===== src/rtl/cmd_proc_pkg.sv =====
// Shared definitions for the parametrised command processor: opcode classes,
// FSM states and instruction field helpers.
package cmd_proc_pkg;

  localparam int unsigned OP_W  = 16;
  localparam int unsigned CLS_W = 8;
  localparam int unsigned FLD_W = 4;

  localparam logic [CLS_W-1:0] OP_ADD   = 8'h0A;
  localparam logic [CLS_W-1:0] OP_SUB   = 8'h05;
  localparam logic [CLS_W-1:0] OP_MOV   = 8'hC0;
  localparam logic [CLS_W-1:0] OP_XCHG  = 8'hEC;
  localparam logic [CLS_W-1:0] OP_PUSH  = 8'h50;
  localparam logic [CLS_W-1:0] OP_POP   = 8'h60;
  localparam logic [CLS_W-1:0] OP_RET   = 8'hE7;
  localparam logic [CLS_W-1:0] OP_HALT  = 8'hFF;
  localparam logic [CLS_W-1:0] OP_LOAD  = 8'h20;
  localparam logic [CLS_W-1:0] OP_STORE = 8'hF0;
  localparam logic [CLS_W-1:0] OP_ADDM  = 8'hAD;
  localparam logic [CLS_W-1:0] OP_SUBM  = 8'h5B;
  localparam logic [CLS_W-1:0] OP_JMP   = 8'hBB;
  localparam logic [CLS_W-1:0] OP_BEQ   = 8'hB0;
  localparam logic [CLS_W-1:0] OP_BGT   = 8'hB1;
  localparam logic [CLS_W-1:0] OP_BLT   = 8'hB2;
  localparam logic [CLS_W-1:0] OP_CALL  = 8'hCA;

  typedef enum logic [2:0] {
    S_FETCH, S_DECODE, S_ARG, S_EXEC, S_MEM, S_WB, S_HALT, S_FAULT
  } state_e;

  function automatic logic [CLS_W-1:0] op_class(input logic [OP_W-1:0] op);
    return op[15:8];
  endfunction

  function automatic logic [FLD_W-1:0] op_rd(input logic [OP_W-1:0] op);
    return op[7:4];
  endfunction

  function automatic logic [FLD_W-1:0] op_rs(input logic [OP_W-1:0] op);
    return op[3:0];
  endfunction

  function automatic logic class_legal(input logic [CLS_W-1:0] c);
    case (c)
      OP_ADD, OP_SUB, OP_MOV, OP_XCHG, OP_PUSH, OP_POP, OP_RET, OP_HALT,
      OP_LOAD, OP_STORE, OP_ADDM, OP_SUBM, OP_JMP, OP_BEQ, OP_BGT, OP_BLT,
      OP_CALL: return 1'b1;
      default: return 1'b0;
    endcase
  endfunction

  function automatic logic class_has_arg(input logic [CLS_W-1:0] c);
    case (c)
      OP_LOAD, OP_STORE, OP_ADDM, OP_SUBM, OP_JMP, OP_BEQ, OP_BGT, OP_BLT,
      OP_CALL: return 1'b1;
      default: return 1'b0;
    endcase
  endfunction

  // Only fields an instruction actually reads are range-checked.
  function automatic logic uses_rd(input logic [CLS_W-1:0] c);
    case (c)
      OP_ADD, OP_SUB, OP_MOV, OP_XCHG, OP_POP, OP_LOAD, OP_ADDM, OP_SUBM,
      OP_BEQ, OP_BGT, OP_BLT: return 1'b1;
      default: return 1'b0;
    endcase
  endfunction

  function automatic logic uses_rs(input logic [CLS_W-1:0] c);
    case (c)
      OP_ADD, OP_SUB, OP_MOV, OP_XCHG, OP_PUSH, OP_STORE,
      OP_BEQ, OP_BGT, OP_BLT: return 1'b1;
      default: return 1'b0;
    endcase
  endfunction

endpackage


===== src/rtl/cmd_proc_regfile.sv =====
// General register file: two combinational read ports, one synchronous write
// port, synchronous clear.
module cmd_proc_regfile #(
  parameter int unsigned DATA_W = 16,
  parameter int unsigned NREGS  = 4,
  parameter int unsigned IDX_W  = 2
) (
  input  logic              clk,
  input  logic              rst,
  input  logic [IDX_W-1:0]  ra_idx,
  output logic [DATA_W-1:0] ra_data_c,
  input  logic [IDX_W-1:0]  rb_idx,
  output logic [DATA_W-1:0] rb_data_c,
  input  logic              we,
  input  logic [IDX_W-1:0]  w_idx,
  input  logic [DATA_W-1:0] w_data
);

  logic [DATA_W-1:0] regs [NREGS];

  always_ff @(posedge clk) begin
    if (rst) begin
      for (int i = 0; i < int'(NREGS); i++) regs[i] <= '0;
    end else if (we) begin
      regs[w_idx] <= w_data;
    end
  end

  assign ra_data_c = regs[ra_idx];
  assign rb_data_c = regs[rb_idx];

endmodule


===== src/rtl/cmd_processor_param.sv =====
// Parametrised command processor: fetch/decode/execute over a single req/ack
// memory port, with general registers, hardware stack and branch support.
module cmd_processor_param
  import cmd_proc_pkg::*;
#(
  parameter int unsigned       DATA_W    = 16,
  parameter int unsigned       ADDR_W    = 16,
  parameter int unsigned       NREGS     = 4,
  parameter logic [ADDR_W-1:0] RESET_PC  = '0,
  parameter logic [ADDR_W-1:0] STACK_TOP = '1
) (
  input  logic              clk,
  input  logic              rst,
  output logic              mem_req,
  output logic              mem_we,
  output logic [ADDR_W-1:0] mem_addr,
  output logic [DATA_W-1:0] mem_wdata,
  input  logic              mem_ack,
  input  logic [DATA_W-1:0] mem_rdata,
  output logic              done,
  output logic              fault,
  output logic [ADDR_W-1:0] fault_pc
);

  localparam int unsigned IDX_W = (NREGS > 1) ? $clog2(NREGS) : 1;

  state_e            state_q, state_d;
  logic [ADDR_W-1:0] cmd_ptr_q, cmd_ptr_d, stk_ptr_q, stk_ptr_d;
  logic [OP_W-1:0]   op_q, op_d;
  logic [DATA_W-1:0] arg_q, arg_d, mdata_q, mdata_d, tmp_q, tmp_d;
  logic              mem_req_d, mem_we_d, done_d, fault_d;
  logic [ADDR_W-1:0] mem_addr_d, fault_pc_d;
  logic [DATA_W-1:0] mem_wdata_d;

  logic              rf_we;
  logic [IDX_W-1:0]  rf_widx;
  logic [DATA_W-1:0] rf_wdata, rd_val, rs_val;

  logic [CLS_W-1:0]  cls;
  logic [IDX_W-1:0]  rd_idx, rs_idx;
  logic              rd_bad, rs_bad, taken;
  logic [ADDR_W-1:0] tgt, pc_next1, pc_next2;

  assign cls      = op_class(op_q);
  assign rd_idx   = IDX_W'(op_rd(op_q));
  assign rs_idx   = IDX_W'(op_rs(op_q));
  assign rd_bad   = 32'(op_rd(op_q)) >= NREGS;
  assign rs_bad   = 32'(op_rs(op_q)) >= NREGS;
  assign tgt      = ADDR_W'(arg_q);
  assign pc_next1 = cmd_ptr_q + ADDR_W'(1);
  assign pc_next2 = cmd_ptr_q + ADDR_W'(2);

  always_comb begin
    taken = 1'b0;
    case (cls)
      OP_BEQ:  taken = (rd_val == rs_val);
      OP_BGT:  taken = (rd_val >  rs_val);
      OP_BLT:  taken = (rd_val <  rs_val);
      default: taken = 1'b0;
    endcase
  end

  cmd_proc_regfile #(
    .DATA_W (DATA_W),
    .NREGS  (NREGS),
    .IDX_W  (IDX_W)
  ) u_regfile (
    .clk       (clk),
    .rst       (rst),
    .ra_idx    (rd_idx),
    .ra_data_c (rd_val),
    .rb_idx    (rs_idx),
    .rb_data_c (rs_val),
    .we        (rf_we),
    .w_idx     (rf_widx),
    .w_data    (rf_wdata)
  );

  always_ff @(posedge clk) begin
    if (rst) begin
      state_q   <= S_FETCH;
      cmd_ptr_q <= RESET_PC;
      stk_ptr_q <= STACK_TOP;
      op_q      <= '0;
      arg_q     <= '0;
      mdata_q   <= '0;
      tmp_q     <= '0;
      mem_req   <= 1'b0;
      mem_we    <= 1'b0;
      mem_addr  <= '0;
      mem_wdata <= '0;
      done      <= 1'b0;
      fault     <= 1'b0;
      fault_pc  <= '0;
    end else begin
      state_q   <= state_d;
      cmd_ptr_q <= cmd_ptr_d;
      stk_ptr_q <= stk_ptr_d;
      op_q      <= op_d;
      arg_q     <= arg_d;
      mdata_q   <= mdata_d;
      tmp_q     <= tmp_d;
      mem_req   <= mem_req_d;
      mem_we    <= mem_we_d;
      mem_addr  <= mem_addr_d;
      mem_wdata <= mem_wdata_d;
      done      <= done_d;
      fault     <= fault_d;
      fault_pc  <= fault_pc_d;
    end
  end

  always_comb begin
    state_d     = state_q;
    cmd_ptr_d   = cmd_ptr_q;
    stk_ptr_d   = stk_ptr_q;
    op_d        = op_q;
    arg_d       = arg_q;
    mdata_d     = mdata_q;
    tmp_d       = tmp_q;
    mem_req_d   = mem_req;
    mem_we_d    = mem_we;
    mem_addr_d  = mem_addr;
    mem_wdata_d = mem_wdata;
    done_d      = done;
    fault_d     = fault;
    fault_pc_d  = fault_pc;
    rf_we       = 1'b0;
    rf_widx     = rd_idx;
    rf_wdata    = rd_val;

    unique case (state_q)
      S_FETCH: begin
        if (!mem_req) begin
          mem_req_d  = 1'b1;
          mem_we_d   = 1'b0;
          mem_addr_d = cmd_ptr_q;
        end else if (mem_ack) begin
          mem_req_d = 1'b0;
          op_d      = mem_rdata[OP_W-1:0];
          state_d   = S_DECODE;
        end
      end

      S_DECODE: begin
        if (!class_legal(cls) || (uses_rd(cls) && rd_bad) || (uses_rs(cls) && rs_bad)) begin
          fault_d    = 1'b1;
          fault_pc_d = cmd_ptr_q;
          state_d    = S_FAULT;
        end else if (cls == OP_HALT) begin
          done_d  = 1'b1;
          state_d = S_HALT;
        end else if (class_has_arg(cls)) begin
          state_d = S_ARG;
        end else begin
          state_d = S_EXEC;
        end
      end

      S_ARG: begin
        if (!mem_req) begin
          mem_req_d  = 1'b1;
          mem_we_d   = 1'b0;
          mem_addr_d = pc_next1;
        end else if (mem_ack) begin
          mem_req_d = 1'b0;
          arg_d     = mem_rdata;
          state_d   = S_EXEC;
        end
      end

      // Register-only ops retire here; XCHG writes rs now and rd in WB.
      S_EXEC: begin
        case (cls)
          OP_ADD, OP_SUB, OP_MOV: begin
            rf_we     = 1'b1;
            rf_wdata  = (cls == OP_ADD) ? rd_val + rs_val :
                        (cls == OP_SUB) ? rd_val - rs_val : rs_val;
            cmd_ptr_d = pc_next1;
            state_d   = S_FETCH;
          end
          OP_XCHG: begin
            rf_we    = 1'b1;
            rf_widx  = rs_idx;
            rf_wdata = rd_val;
            tmp_d    = rs_val;
            state_d  = S_WB;
          end
          OP_PUSH, OP_CALL: begin
            if (stk_ptr_q == '0) begin
              fault_d    = 1'b1;
              fault_pc_d = cmd_ptr_q;
              state_d    = S_FAULT;
            end else begin
              state_d = S_MEM;
            end
          end
          OP_POP, OP_RET: begin
            if (stk_ptr_q == STACK_TOP) begin
              fault_d    = 1'b1;
              fault_pc_d = cmd_ptr_q;
              state_d    = S_FAULT;
            end else begin
              stk_ptr_d = stk_ptr_q + ADDR_W'(1);
              state_d   = S_MEM;
            end
          end
          OP_LOAD, OP_STORE, OP_ADDM, OP_SUBM: state_d = S_MEM;
          OP_JMP: begin
            cmd_ptr_d = tgt;
            state_d   = S_FETCH;
          end
          OP_BEQ, OP_BGT, OP_BLT: begin
            cmd_ptr_d = taken ? tgt : pc_next2;
            state_d   = S_FETCH;
          end
          default: begin
            fault_d    = 1'b1;
            fault_pc_d = cmd_ptr_q;
            state_d    = S_FAULT;
          end
        endcase
      end

      S_MEM: begin
        if (!mem_req) begin
          mem_req_d  = 1'b1;
          mem_we_d   = 1'b0;
          mem_addr_d = tgt;
          case (cls)
            OP_PUSH: begin
              mem_we_d    = 1'b1;
              mem_addr_d  = stk_ptr_q;
              mem_wdata_d = rs_val;
            end
            OP_CALL: begin
              mem_we_d    = 1'b1;
              mem_addr_d  = stk_ptr_q;
              mem_wdata_d = DATA_W'(pc_next2);
            end
            OP_POP, OP_RET: mem_addr_d = stk_ptr_q;
            OP_STORE: begin
              mem_we_d    = 1'b1;
              mem_wdata_d = rs_val;
            end
            default: mem_we_d = 1'b0;
          endcase
        end else if (mem_ack) begin
          mem_req_d = 1'b0;
          mem_we_d  = 1'b0;
          mdata_d   = mem_rdata;
          if (cls == OP_PUSH || cls == OP_CALL) stk_ptr_d = stk_ptr_q - ADDR_W'(1);
          state_d = S_WB;
        end
      end

      S_WB: begin
        state_d   = S_FETCH;
        cmd_ptr_d = pc_next2;
        case (cls)
          OP_XCHG: begin
            rf_we     = 1'b1;
            rf_wdata  = tmp_q;
            cmd_ptr_d = pc_next1;
          end
          OP_POP: begin
            rf_we     = 1'b1;
            rf_wdata  = mdata_q;
            cmd_ptr_d = pc_next1;
          end
          OP_PUSH: cmd_ptr_d = pc_next1;
          OP_RET:  cmd_ptr_d = ADDR_W'(mdata_q);
          OP_CALL: cmd_ptr_d = tgt;
          OP_LOAD: begin
            rf_we    = 1'b1;
            rf_wdata = mdata_q;
          end
          OP_ADDM: begin
            rf_we    = 1'b1;
            rf_wdata = rd_val + mdata_q;
          end
          OP_SUBM: begin
            rf_we    = 1'b1;
            rf_wdata = rd_val - mdata_q;
          end
          default: cmd_ptr_d = pc_next2;
        endcase
      end

      S_HALT, S_FAULT: state_d = state_q;
    endcase
  end

endmodule


===== config.mk =====
export PLATFORM = sky130hd
export DESIGN_NAME = cmd_processor_param
export DESIGN_NICKNAME = d
export VERILOG_FILES = /design/src/rtl/cmd_proc_pkg.sv /design/src/rtl/cmd_proc_regfile.sv /design/src/rtl/cmd_processor_param.sv
export SDC_FILE = /design/constraint.sdc
export NUM_CORES = 1
export LEC_CHECK = 0
export CELL_PAD_IN_SITES_DETAIL_PLACEMENT = 0
export CELL_PAD_IN_SITES_GLOBAL_PLACEMENT = 2
export CORE_UTILIZATION = 40
export CTS_CLUSTER_SIZE = 25
export DETAILED_ROUTE_END_ITERATION = 8
export DONT_BUFFER_PORTS = 1
export GPL_TIMING_DRIVEN = 0
export PLACE_DENSITY_LB_ADDON = 0.1
export RECOVER_POWER = 25
export SLEW_MARGIN = 20
export SYNTH_ARGS = -nofsm -noshare
export SYNTH_HDL_FRONTEND = slang
export SYNTH_SLANG_ARGS = --single-unit

===== constraint.sdc =====
create_clock -name clk -period 4.7 [get_ports clk]
set_clock_uncertainty 0.05 [all_clocks]
set_input_delay 0.94 -clock clk [delete_from_list [all_inputs] [get_ports clk]]
set_output_delay 0.94 -clock clk [all_outputs]
set_load 0.05 [all_outputs]

==> results.md, run 1 <==
- Sequential share of power: 30.3%
- Worst skew pair latency: 0.57 ns
- Crit Path Class: flop to flop
- Overall power: 8.58 mW
- Worst Hold End: op_q[6]$_SDFFE_PP0P_
- Area of the multi-input gates: 9500 sq um
- Top-area cell type share of the netlist area: 20.4%
- Fin worst setup slack: 0.152 ns
- Post-route setup TNS: 0 ns
- Synthesized area: 15200 sq um
- Tightest Pin Transition: 1.35 ns
- Synth Register Bits: 219
- CTS clock-pin slew for the worst setup and hold paths: 0.05 ns
- Initial core utilization: 40.5%
- Library cells used by synthesis: 94
- Vias in the first global route: 13.9k
- Final setup viols: 0
- Min cycle time layout: 4.55 ns
- Placement Rows: 71
- Int Pwr: 4.78 mW
- DR pass1 iterations: 7
- Die H: 197 microns
- Antenna viol nets, final: 0
- Fin util: 44.6%
- Post-DP HPWL: 47700 microns
- RR Endpoint: u_regfile.regs[1][10]$_SDFFCE_PN0P_
- Async set or reset register ratio after synthesis: 0%
- Final routed DRC violation total: 0
- Leading area contributor after synthesis: dfxtp_1
- PD cells: 512 nW/um^2
- Detailed Route WL: 62200 microns
- Post-Layout Cell Count: 2379
- Hold_sp: op_q[6]$_SDFFE_PP0P_
- Max_cap viols: 0
- Seq/Total Area, Yosys: 33.0%
- Largest stage delay on the critical path: 0.53 ns
- RSZ-0062 raised after global routing: no
- Fmax: 0.220 GHz
- Starting DRT DRC Count: 1861
- First-pass GRT wire length: 91900 microns
- Full die area: 38800 sq um
- Vias/cell: 6.28
- Fillers: 3857
- Switch share: 44.4%
- CTS buffer count: 27
- Period utilization: 96.8%
- Hold-fix buffers at CTS: 0
- WP data arrival: 4.90 ns
- Synth Net Count: 1914
- Top cells by area, synth: dfxtp_1 20%, edfxtp_1 13%, a21oi_1 6.6%
- Comb pwr share: 46.1%
- Worst setup SP type: flop
- Hold WC Path Type: flop to flop
- Yosys warning total: 0
- Cell family with most CP delay: compound AO/OA/AOI/OAI gates
- CTS max path bufs: 3
- Final Wtd Congestion: 0.928
- Worst EP required: 5.05 ns
- Layout cell share with drive strength beyond 1: 8.78%
- R2r setup slk: 0.15 ns
- Commonest cells in the netlist: 235 x nand2_1, 200 x a21oi_1, 192 x nor2_1
- DR WL/cell: 26.1 microns
- IO Count: 71
- CP max-delay cell: o31ai_1
- CTS tree: done
- Portion of total power attributed to the clock network: 23.7%
- P&R area growth vs syn: 10.3%
- IO Port Bufs: 0
- CP max FO: 10
- Worst-path cell chain: clkbuf_2, mux4_2, inv_1, ha_1, inv_1, fa_1, a211oi_1, o211ai_1, buf_4, a31oi_1, o21a_1, nor2_1, o31ai_1, a21oi_1, nor2_1
- CP Capture Type: flop
- Largest net degree at the start of global routing: 23
- Status: complete, no violations
- # diodes: 0
- Synthesized area per cell: 8.33 sq um
- Top_reg_cell synth: dfxtp_1
- Vias: 14.9k
- Most common cell in the synthesized netlist: nand2_1
- Number of buffer and inverter stages on the critical path: 4
- Pleak: 5.90 nW
- Post-synth EDFFs: 64
- Depth of the most critical reg-to-reg path: 15
- Gate Count Post-Synth: 1827
- Setup WS pre-CTS: -0.884 ns
- Post-layout nets: 1936
- Worst vdd ir: 0.000493 V
- Total grt overflow: 0
- Slew HR: 9.01%
- Clk sinks: 219
- Hold path depth: 2
- Placed insts: 2338
- # H-tree levels: 1
- Gr usage total: 32.0%
- Clock root cell: clkbuf_16
- P_sw: 3.81 mW
- Total core area: 37600 sq um
- Initial antenna violation count: 0
- Final Hold Viols: 0
- DIE WIDTH: 197 microns
- Fin. max-slew vios: 0
- Seq. cell area: 5030 sq um
==> metal layers <==
layer	routed length [microns]	vias up	part of all wire, %	track usage, %
met5	0	-	0	0
met4	1430	0	2.3	7.67
met3	6270	88	10	6.28
met2	25500	771	41	45.8
met1	28900	7274	47	48.6
li1	-	6815	-	-
==> registers in the layout, indices dropped and copies added (netlist names), named ones only <==
register        flops
mem_wdata          16
mdata_q            16
mem_addr           16
op_q               16
done                1
state_q             3
cmd_ptr_q          16
mem_we              1
mem_req             1
arg_q              16
tmp_q              16
fault               1
fault_pc           16
stk_ptr_q          16
u_regfile.regs     64
==> power by group through the flow <==
stage                     registers [mW]  clock network, mW  logic [mW]
after global routing                2.62               2.12        4.34
after floorplan                     2.54                  0        2.89
after detailed placement            2.61                  0        3.85
after global placement              2.61                  0        3.84
after CTS                           2.59               2.04        3.87
final                               2.60               2.03        3.96
==> worst register-to-register path, delay by kind of cell, from the launching register on <==
kind                     cells  cell delay (ns)
AND/OR/NAND/NOR              2             0.19
multiplexers                 1             0.43
adder cells (fa/ha/maj)      2             0.65
AO/OA/AOI/OAI                6             1.79
buffers and inverters        4             0.79
flip-flops                   1             0.51
==> area by class of cell <==
class,count,share of cell area [%]
buffer,134,3.49
tap,511,3.81
timing repair buffer,1,0.0448
clock inverter,10,0.544
inverter,45,1.01
clock buffer,38,4.48
multi-input combinational,1421,56.6
sequential,219,30.0
==> metrics by stage <==
stage | instance area [sq um] | hold slack, ns
after floorplan | 15200 | 0.386
after global placement | 15900 | 0.393
after detailed placement | 15900 | 0.397
after CTS | 16700 | 0.405
after global routing | 16800 | 0.428
final | 16800 | 0.405
==> kinds of logic (layout without fill, tap and decap cells) <==
kind of cell / after synthesis / count (layout) / share of synthesized area [%]
simple gates: 643 / 643 / 19.7
buf+inv: 187 / 228 / 5.08
fa+ha+maj: 68 / 68 / 5.79
compound gates: 569 / 569 / 25.0
xor+xnor: 65 / 65 / 3.74
flops: 219 / 219 / 33.0
mux: 76 / 76 / 7.67
==> layout by cell type, fill, tap and decap left out, drive strengths merged, types with 14 or more instances in the layout <==
cell    Yosys  routed
o31ai      14      14
clkbuf    109     141
xor2       31      31
o211ai     26      26
a21oi     201     201
o21ai      84      84
buf        33      32
a211oi     28      28
nor2b      26      26
xnor2      34      34
a221oi     23      23
nor4       24      24
dfxtp     155     155
nand2     235     235
mux4       32      32
ha         64      64
nand4      20      20
nor3       33      33
a21o       20      20
edfxtp     64      64
nand3      27      27
a31oi      17      17
inv        44      45
o21a       18      18
nor2      198     198
mux2i      39      39
==> timing repair <==
action | 4_1_cts | 5_1_grt
pin swaps | 0 | 2
buffers inserted | 0 | 1
gates resized for setup | 15 | 15
endpoints found under the hold margin | 0 | 0
endpoints found under the setup margin | 62 | 32
==> worst max-delay path by stage <==
| stage | from | to | slack, ns | cells past startpoint |
|---|---|---|---|---|
| 2_1_floorplan | flop | u_regfile.regs[0][14]$_SDFFCE_PN0P_ | 0.43 | 13 |
| 3_3_place_gp | flop | u_regfile.regs[0][14]$_SDFFCE_PN0P_ | -0.86 | 13 |
| 3_5_place_dp | flop | u_regfile.regs[1][14]$_SDFFCE_PN0P_ | -0.88 | 13 |
| 4_1_cts | flop | u_regfile.regs[2][13]$_SDFFCE_PN0P_ | 0.01 | 13 |
| 5_1_grt | flop | cmd_ptr_q[10]$_SDFFE_PP0P_ | 0.005 | 13 |
| 6_report | flop | u_regfile.regs[1][10]$_SDFFCE_PN0P_ | 0.15 | 15 |
Note: power is estimated with default switching activity, not from simulation.
==> run 2: changes to the inputs <==
--- a/config.mk
+++ b/config.mk
@@ -7,11 +7,12 @@
 export LEC_CHECK = 0
 export CELL_PAD_IN_SITES_DETAIL_PLACEMENT = 0
 export CELL_PAD_IN_SITES_GLOBAL_PLACEMENT = 2
-export CORE_UTILIZATION = 40
-export CTS_CLUSTER_SIZE = 25
+export CORE_UTILIZATION = 41
+export CTS_BUF_LIST = sky130_fd_sc_hd__clkbuf_4
 export DETAILED_ROUTE_END_ITERATION = 8
 export DONT_BUFFER_PORTS = 1
 export GPL_TIMING_DRIVEN = 0
+export MAX_ROUTING_LAYER = met4
 export PLACE_DENSITY_LB_ADDON = 0.1
 export RECOVER_POWER = 25
 export SLEW_MARGIN = 20
==> results.md, run 2 (same netlist as run 1, synthesis figures left out) <==
- Worst vdd ir: 0.000445 V
- Most frequent cells in the layout: 234 x nand2_1, 195 x a21oi_1, 192 x nor2_1
- Placed insts: 2296
- CP max-delay cell: mux4_2
- Worst setup SP type: flop
- Vias in the first global route: 14.4k
- CTS clock-pin slew for the worst setup and hold paths: 0.06 ns
- Die H: 195 microns
- CP max FO: 10
- Cell family with most CP delay: compound AO/OA/AOI/OAI gates
- Period utilization: 95.9%
- Vias/cell: 6.29
- CP Capture Type: flop
- Hold-fix buffers at CTS: 0
- Worst-path cell chain: buf_6, mux4_2, inv_1, ha_1, nor2b_1, o31ai_1, a211o_1, a211oi_2, or3_1, a211oi_2, o221a_2, a21oi_1
- Min cycle time layout: 4.51 ns
- Worst Hold Margin: 0.202 ns
- CTS tree: done
- Crit Path Class: flop to flop
- Detailed Route WL: 63400 microns
- Final Wtd Congestion: 0.954
- Placement Rows: 70
- # H-tree levels: 2
- IO Port Bufs: 0
- Tightest Pin Transition: 1.30 ns
- Number of buffer and inverter stages on the critical path: 2
- DIE WIDTH: 195 microns
- Worst EP required: 5.18 ns
- Fin util: 45.9%
- Commonest non-fill, non-tap cell in the layout: nand2_1
- Total grt overflow: 0
- DR pass1 iterations: 6
- First-pass GRT wire length: 92900 microns
- Post-layout nets: 1976
- Final Hold Viols: 0
- Clock root cell: clkbuf_4
- Largest reg by FF count: u_regfile.regs
- Clk sinks: 219
- Final routed DRC violation total: 0
- IO Count: 71
- WP data arrival: 4.99 ns
- Post-DP HPWL: 47800 microns
- CTS buffer count: 61
- Hold WC Path Type: input pin to flop
- Most used cell, CP: a211oi_2
- DR WL/cell: 26.4 microns
- Initial antenna violation count: 2
- Starting DRT DRC Count: 1664
- Fin. max-slew vios: 0
- Pleak: 5.99 nW
- Largest net degree at the start of global routing: 23
- Total core area: 36500 sq um
- Final setup viols: 0
- Overall power: 8.40 mW
- Vias: 15.1k
- Worst skew pair latency: 0.84 ns
- CTS max path bufs: 3
- Initial core utilization: 41.7%
- Largest stage delay on the critical path: 0.68 ns
- Layout cell share with drive strength beyond 1: 11.9%
- Max_cap viols: 0
- Slew HR: 12.4%
- Antenna viol nets, final: 0
- P&R area growth vs syn: 10.1%
- Full die area: 37900 sq um
- Fmax: 0.222 GHz
- Max reg flops: 64
- Post-Layout Cell Count: 2406
- PD cells: 501 nW/um^2
- RSZ-0062 raised after global routing: no
- Status: complete, no violations
- Gr usage total: 34.2%
-- run 2: cell count changes in the layout (fill, tap and decap cells not counted), moves of 3 or more --
cell / before / now
buf_4: 5 / 10
clkinv_1: 0 / 15
clkbuf_1: 107 / 98
a211oi_1: 25 / 22
diode_2: 0 / 3
clkbuf_8: 3 / 0
a211oi_2: 3 / 6
clkbuf_4: 2 / 86
clkbuf_16: 27 / 0
-- run 2: what timing repair did --
item | CTS | global route
resized for setup | 21 | 25
pin swaps | 2 | 2
setup endpoints to repair | 68 | 57
cloned | 0 | 0
buffers inserted | 2 | 3
-- run 2: power breakdown --
part,internal [mW],switching [mW]
logic,1.49,2.51
clock network,0.901,0.897
registers,2.14,0.455
total,4.53,3.86
-- run 2: metal layers --
metal	GRT usage, %	up-vias	wire, microns
met2	46.9	735	25900
li1	-	6935	-
met3	10.4	111	7010
met1	47.4	7344	28900
met4	10.7	0	1610
met5	-	-	0
-- run 2: per-stage QoR --
| stage | setup TNS, ns | cell area [sq um] | worst slack (ns) |
|---|---|---|---|
| 3_5_place_dp | -30.95 | 15800 | -0.949 |
| 5_1_grt | 0 | 16700 | 0.00691 |
| 3_3_place_gp | -33.37 | 15800 | -0.977 |
| 2_1_floorplan | 0 | 15200 | 0.425 |
| 4_1_cts | 0 | 16700 | 0.0189 |
| 6_report | 0 | 16700 | 0.193 |
-- run 2: final cells by class --
type / count / area [sq um]
diodes: 3 / 7.51
plain buffers: 135 / 606
clock buffers: 86 / 646
clock inverters: 23 / 129
fillers: 3729 / 19800
inverters: 45 / 173
multi-input cells: 1421 / 9520
flip-flops and latches: 219 / 5030
well taps: 468 / 586
repair buffers: 6 / 52.6
-- run 2: worst paths after layout --
check / start / endpoint / slack [ns] / cells past startpoint
worst max-delay path: flop / u_regfile.regs[2][13]$_SDFFCE_PN0P_ / 0.19 / 12
worst min-delay path: mem_rdata[9] / arg_q[9]$_SDFFE_PP0P_ / 0.20 / 2
worst max register to register: flop / u_regfile.regs[2][13]$_SDFFCE_PN0P_ / 0.19 / 12
worst min register to register: op_q[2]$_SDFFE_PP0P_ / op_q[2]$_SDFFE_PP0P_ / 0.41 / 2
==> run 3: changes to the inputs <==
--- a/config.mk
+++ b/config.mk
@@ -5,10 +5,12 @@
 export SDC_FILE = /design/constraint.sdc
 export NUM_CORES = 1
 export LEC_CHECK = 0
+export ABC_AREA = 1
 export CELL_PAD_IN_SITES_DETAIL_PLACEMENT = 0
 export CELL_PAD_IN_SITES_GLOBAL_PLACEMENT = 2
-export CORE_UTILIZATION = 41
+export CORE_UTILIZATION = 38
 export CTS_BUF_LIST = sky130_fd_sc_hd__clkbuf_4
+export CTS_CLUSTER_DIAMETER = 80
 export DETAILED_ROUTE_END_ITERATION = 8
 export DONT_BUFFER_PORTS = 1
 export GPL_TIMING_DRIVEN = 0
==> results.md, run 3 <==
- Status: complete, no violations
- Die H: 207 microns
- IO Port Bufs: 0
- Synthesized area per cell: 6.62 sq um
- Cell family with most CP delay: compound AO/OA/AOI/OAI gates
- Clk sinks: 219
- CTS max path bufs: 3
- CP max FO: 10
- Overall power: 5.53 mW
- Most frequent cells in the layout: 557 x nand2_1, 262 x inv_1, 258 x nor2_1
- CP Capture Type: flop
- First-pass GRT wire length: 104000 microns
- Max reg flops: 64
- Commonest non-fill, non-tap cell in the layout: nand2_1
- Worst EP required: 5.28 ns
- Max_cap viols: 0
- Starting DRT DRC Count: 1441
- Mux contribution to synthesized area: 0%
- Most used cell, CP: nand2_1
- Detailed Route WL: 71000 microns
- # H-tree levels: 3
- Xor and xnor area share after synthesis: 3.12%
- Fin. max-slew vios: 0
- Worst vdd ir: 0.000180 V
- PD cells: 313 nW/um^2
- Crit Path Class: flop to flop
- Final routed DRC violation total: 0
- Full die area: 42900 sq um
- Fmax: 0.220 GHz
- Largest reg by FF count: u_regfile.regs
- Antenna viol nets, final: 0
- Synthesized area: 16000 sq um
- Pleak: 7.98 nW
- Initial antenna violation count: 2
- Seq. cell area: 5020 sq um
- Slew HR: 33.9%
- Initial core utilization: 38.8%
- Area of the multi-input gates: 9530 sq um
- Tightest Pin Transition: 0.991 ns
- WP data arrival: 5.13 ns
- Most common cell in the synthesized netlist: nand2_1
- Synth Register Bits: 219
- Worst-path cell chain: inv_1, o21ai_0, o22ai_1, ha_1, inv_1, nor3_2, a21oi_1, nand2_1, nand2_1, nand3_2, buf_2, nand2_1, nand2_1, o21ai_0, a21oi_1
- Post-layout nets: 2571
- Gate Count Post-Synth: 2414
- Layout cell share with drive strength beyond 1: 10.1%
- Commonest cells in the netlist: 556 x nand2_1, 261 x inv_1, 256 x nor2_1
- Seq/Total Area, Yosys: 31.4%
- DP Area: 16700 sq um
- Async set or reset register ratio after synthesis: 0%
- Worst setup SP type: flop
- Largest stage delay on the critical path: 0.77 ns
- CTS buffer count: 66
- Post-synth EDFFs: 64
- Post-DP HPWL: 56100 microns
- Period utilization: 96.8%
- Library cells used by synthesis: 58
- Total core area: 41200 sq um
- Simple-Gate Fraction of Synth Area: 28.7%
- Clock root cell: clkbuf_4
- Yosys warning total: 0
- Gr usage total: 33.6%
- Setup WS pre-CTS: -0.324 ns
- DR pass1 iterations: 5
- Fillers: 4497
- Final Cell Area: 17700 sq um
- Top cells by area, synth: dfxtp_1 19%, nand2_1 13%, edfxtp_1 12%
- Fin util: 42.8%
- CP max-delay cell: o22ai_1
- Hold WC Path Type: input pin to flop
- Adder-cell area share of the yosys netlist: 5.51%
- Largest net degree at the start of global routing: 20
- Worst Hold Margin: 0.258 ns
- Compound-Gate Fraction of Synth Area: 21.4%
- Top_reg_cell synth: dfxtp_1
- Leading area contributor after synthesis: dfxtp_1
- Fin worst setup slack: 0.152 ns
- CTS tree: done
- P&R area growth vs syn: 10.4%
- Post-Layout Cell Count: 3066
- Vias in the first global route: 16.1k
- CTS clock-pin slew for the worst setup and hold paths: 0.07 ns
- Min cycle time layout: 4.55 ns
- Top-area cell type share of the netlist area: 19.4%
- Largest family of logic cells by synthesized area: simple AND/OR/NAND/NOR gates
- DIE WIDTH: 207 microns
- Vias: 17.0k
- Final Wtd Congestion: 0.979
- Synth Net Count: 2501
- Total grt overflow: 0
- Placement Rows: 74
- Final Hold Viols: 0
- Worst skew pair latency: 0.80 ns
- Final setup viols: 0
- Number of buffer and inverter stages on the critical path: 3
- Post-route setup TNS: 0 ns
- IO Count: 71
- Vias/cell: 5.56
- Hold-fix buffers at CTS: 0
- DR WL/cell: 23.2 microns
- Placed insts: 2947
[run 3: cell types whose count changed after synthesis, moves of 45 or more]
cell      change
nor2_1       +64
inv_1       +217
nand3_1     +113
o21ai_0     +157
nand2_1     +321
clkbuf_1     -45
[run 3: final timing paths]
path / startpoint / to / slack, ns / cells past startpoint
max: flop / cmd_ptr_q[3]$_SDFFE_PP0P_ / 0.15 / 15
min: mem_rdata[2] / op_q[2]$_SDFFE_PP0P_ / 0.26 / 2
max reg2reg: flop / cmd_ptr_q[3]$_SDFFE_PP0P_ / 0.15 / 15
min reg2reg: op_q[7]$_SDFFE_PP0P_ / op_q[7]$_SDFFE_PP0P_ / 0.47 / 2
[run 3: area by class of cell]
cell class,instances,area share [%]
Multi-Input combinational cell,1803,54.0
Clock buffer,95,4.04
Clock inverter,20,0.482
Antenna cell,3,0.0425
Sequential cell,219,28.5
Tap cell,532,3.77
Buffer,105,2.86
Inverter,287,6.19
Timing Repair Buffer,2,0.128
[run 3: power by group]
group / internal [mW] / total, mW / switching, mW / leakage, nW
logic: 0.432 / 1.50 / 1.07 / 5.59
clock network: 0.927 / 1.87 / 0.939 / 0.476
registers: 2.01 / 2.16 / 0.154 / 1.92
total: 3.37 / 5.53 / 2.16 / 7.98
[run 3: kinds of logic (layout without fill, tap and decap cells)]
| logic type | after synthesis | after routing |
|---|---|---|
| flops | 219 | 219 |
| xor+xnor | 57 | 57 |
| compound gates | 617 | 617 |
| other cells | 0 | 3 |
| fa+ha+maj | 68 | 68 |
| buf+inv | 392 | 509 |
| simple gates | 1061 | 1061 |
[run 3: routing by layer]
metal,GRT usage (%),part of all wire (%)
met1,39.7,41
met2,56.4,49
met3,5.17,5.4
met4,14.7,4.3
met5,-,0
[run 3: repair_timing]
action	in CTS	in global routing
pin swaps	0	1
resized for setup	17	29
setup endpoints to repair	23	20
buffers inserted	0	1
gates cloned	0	0
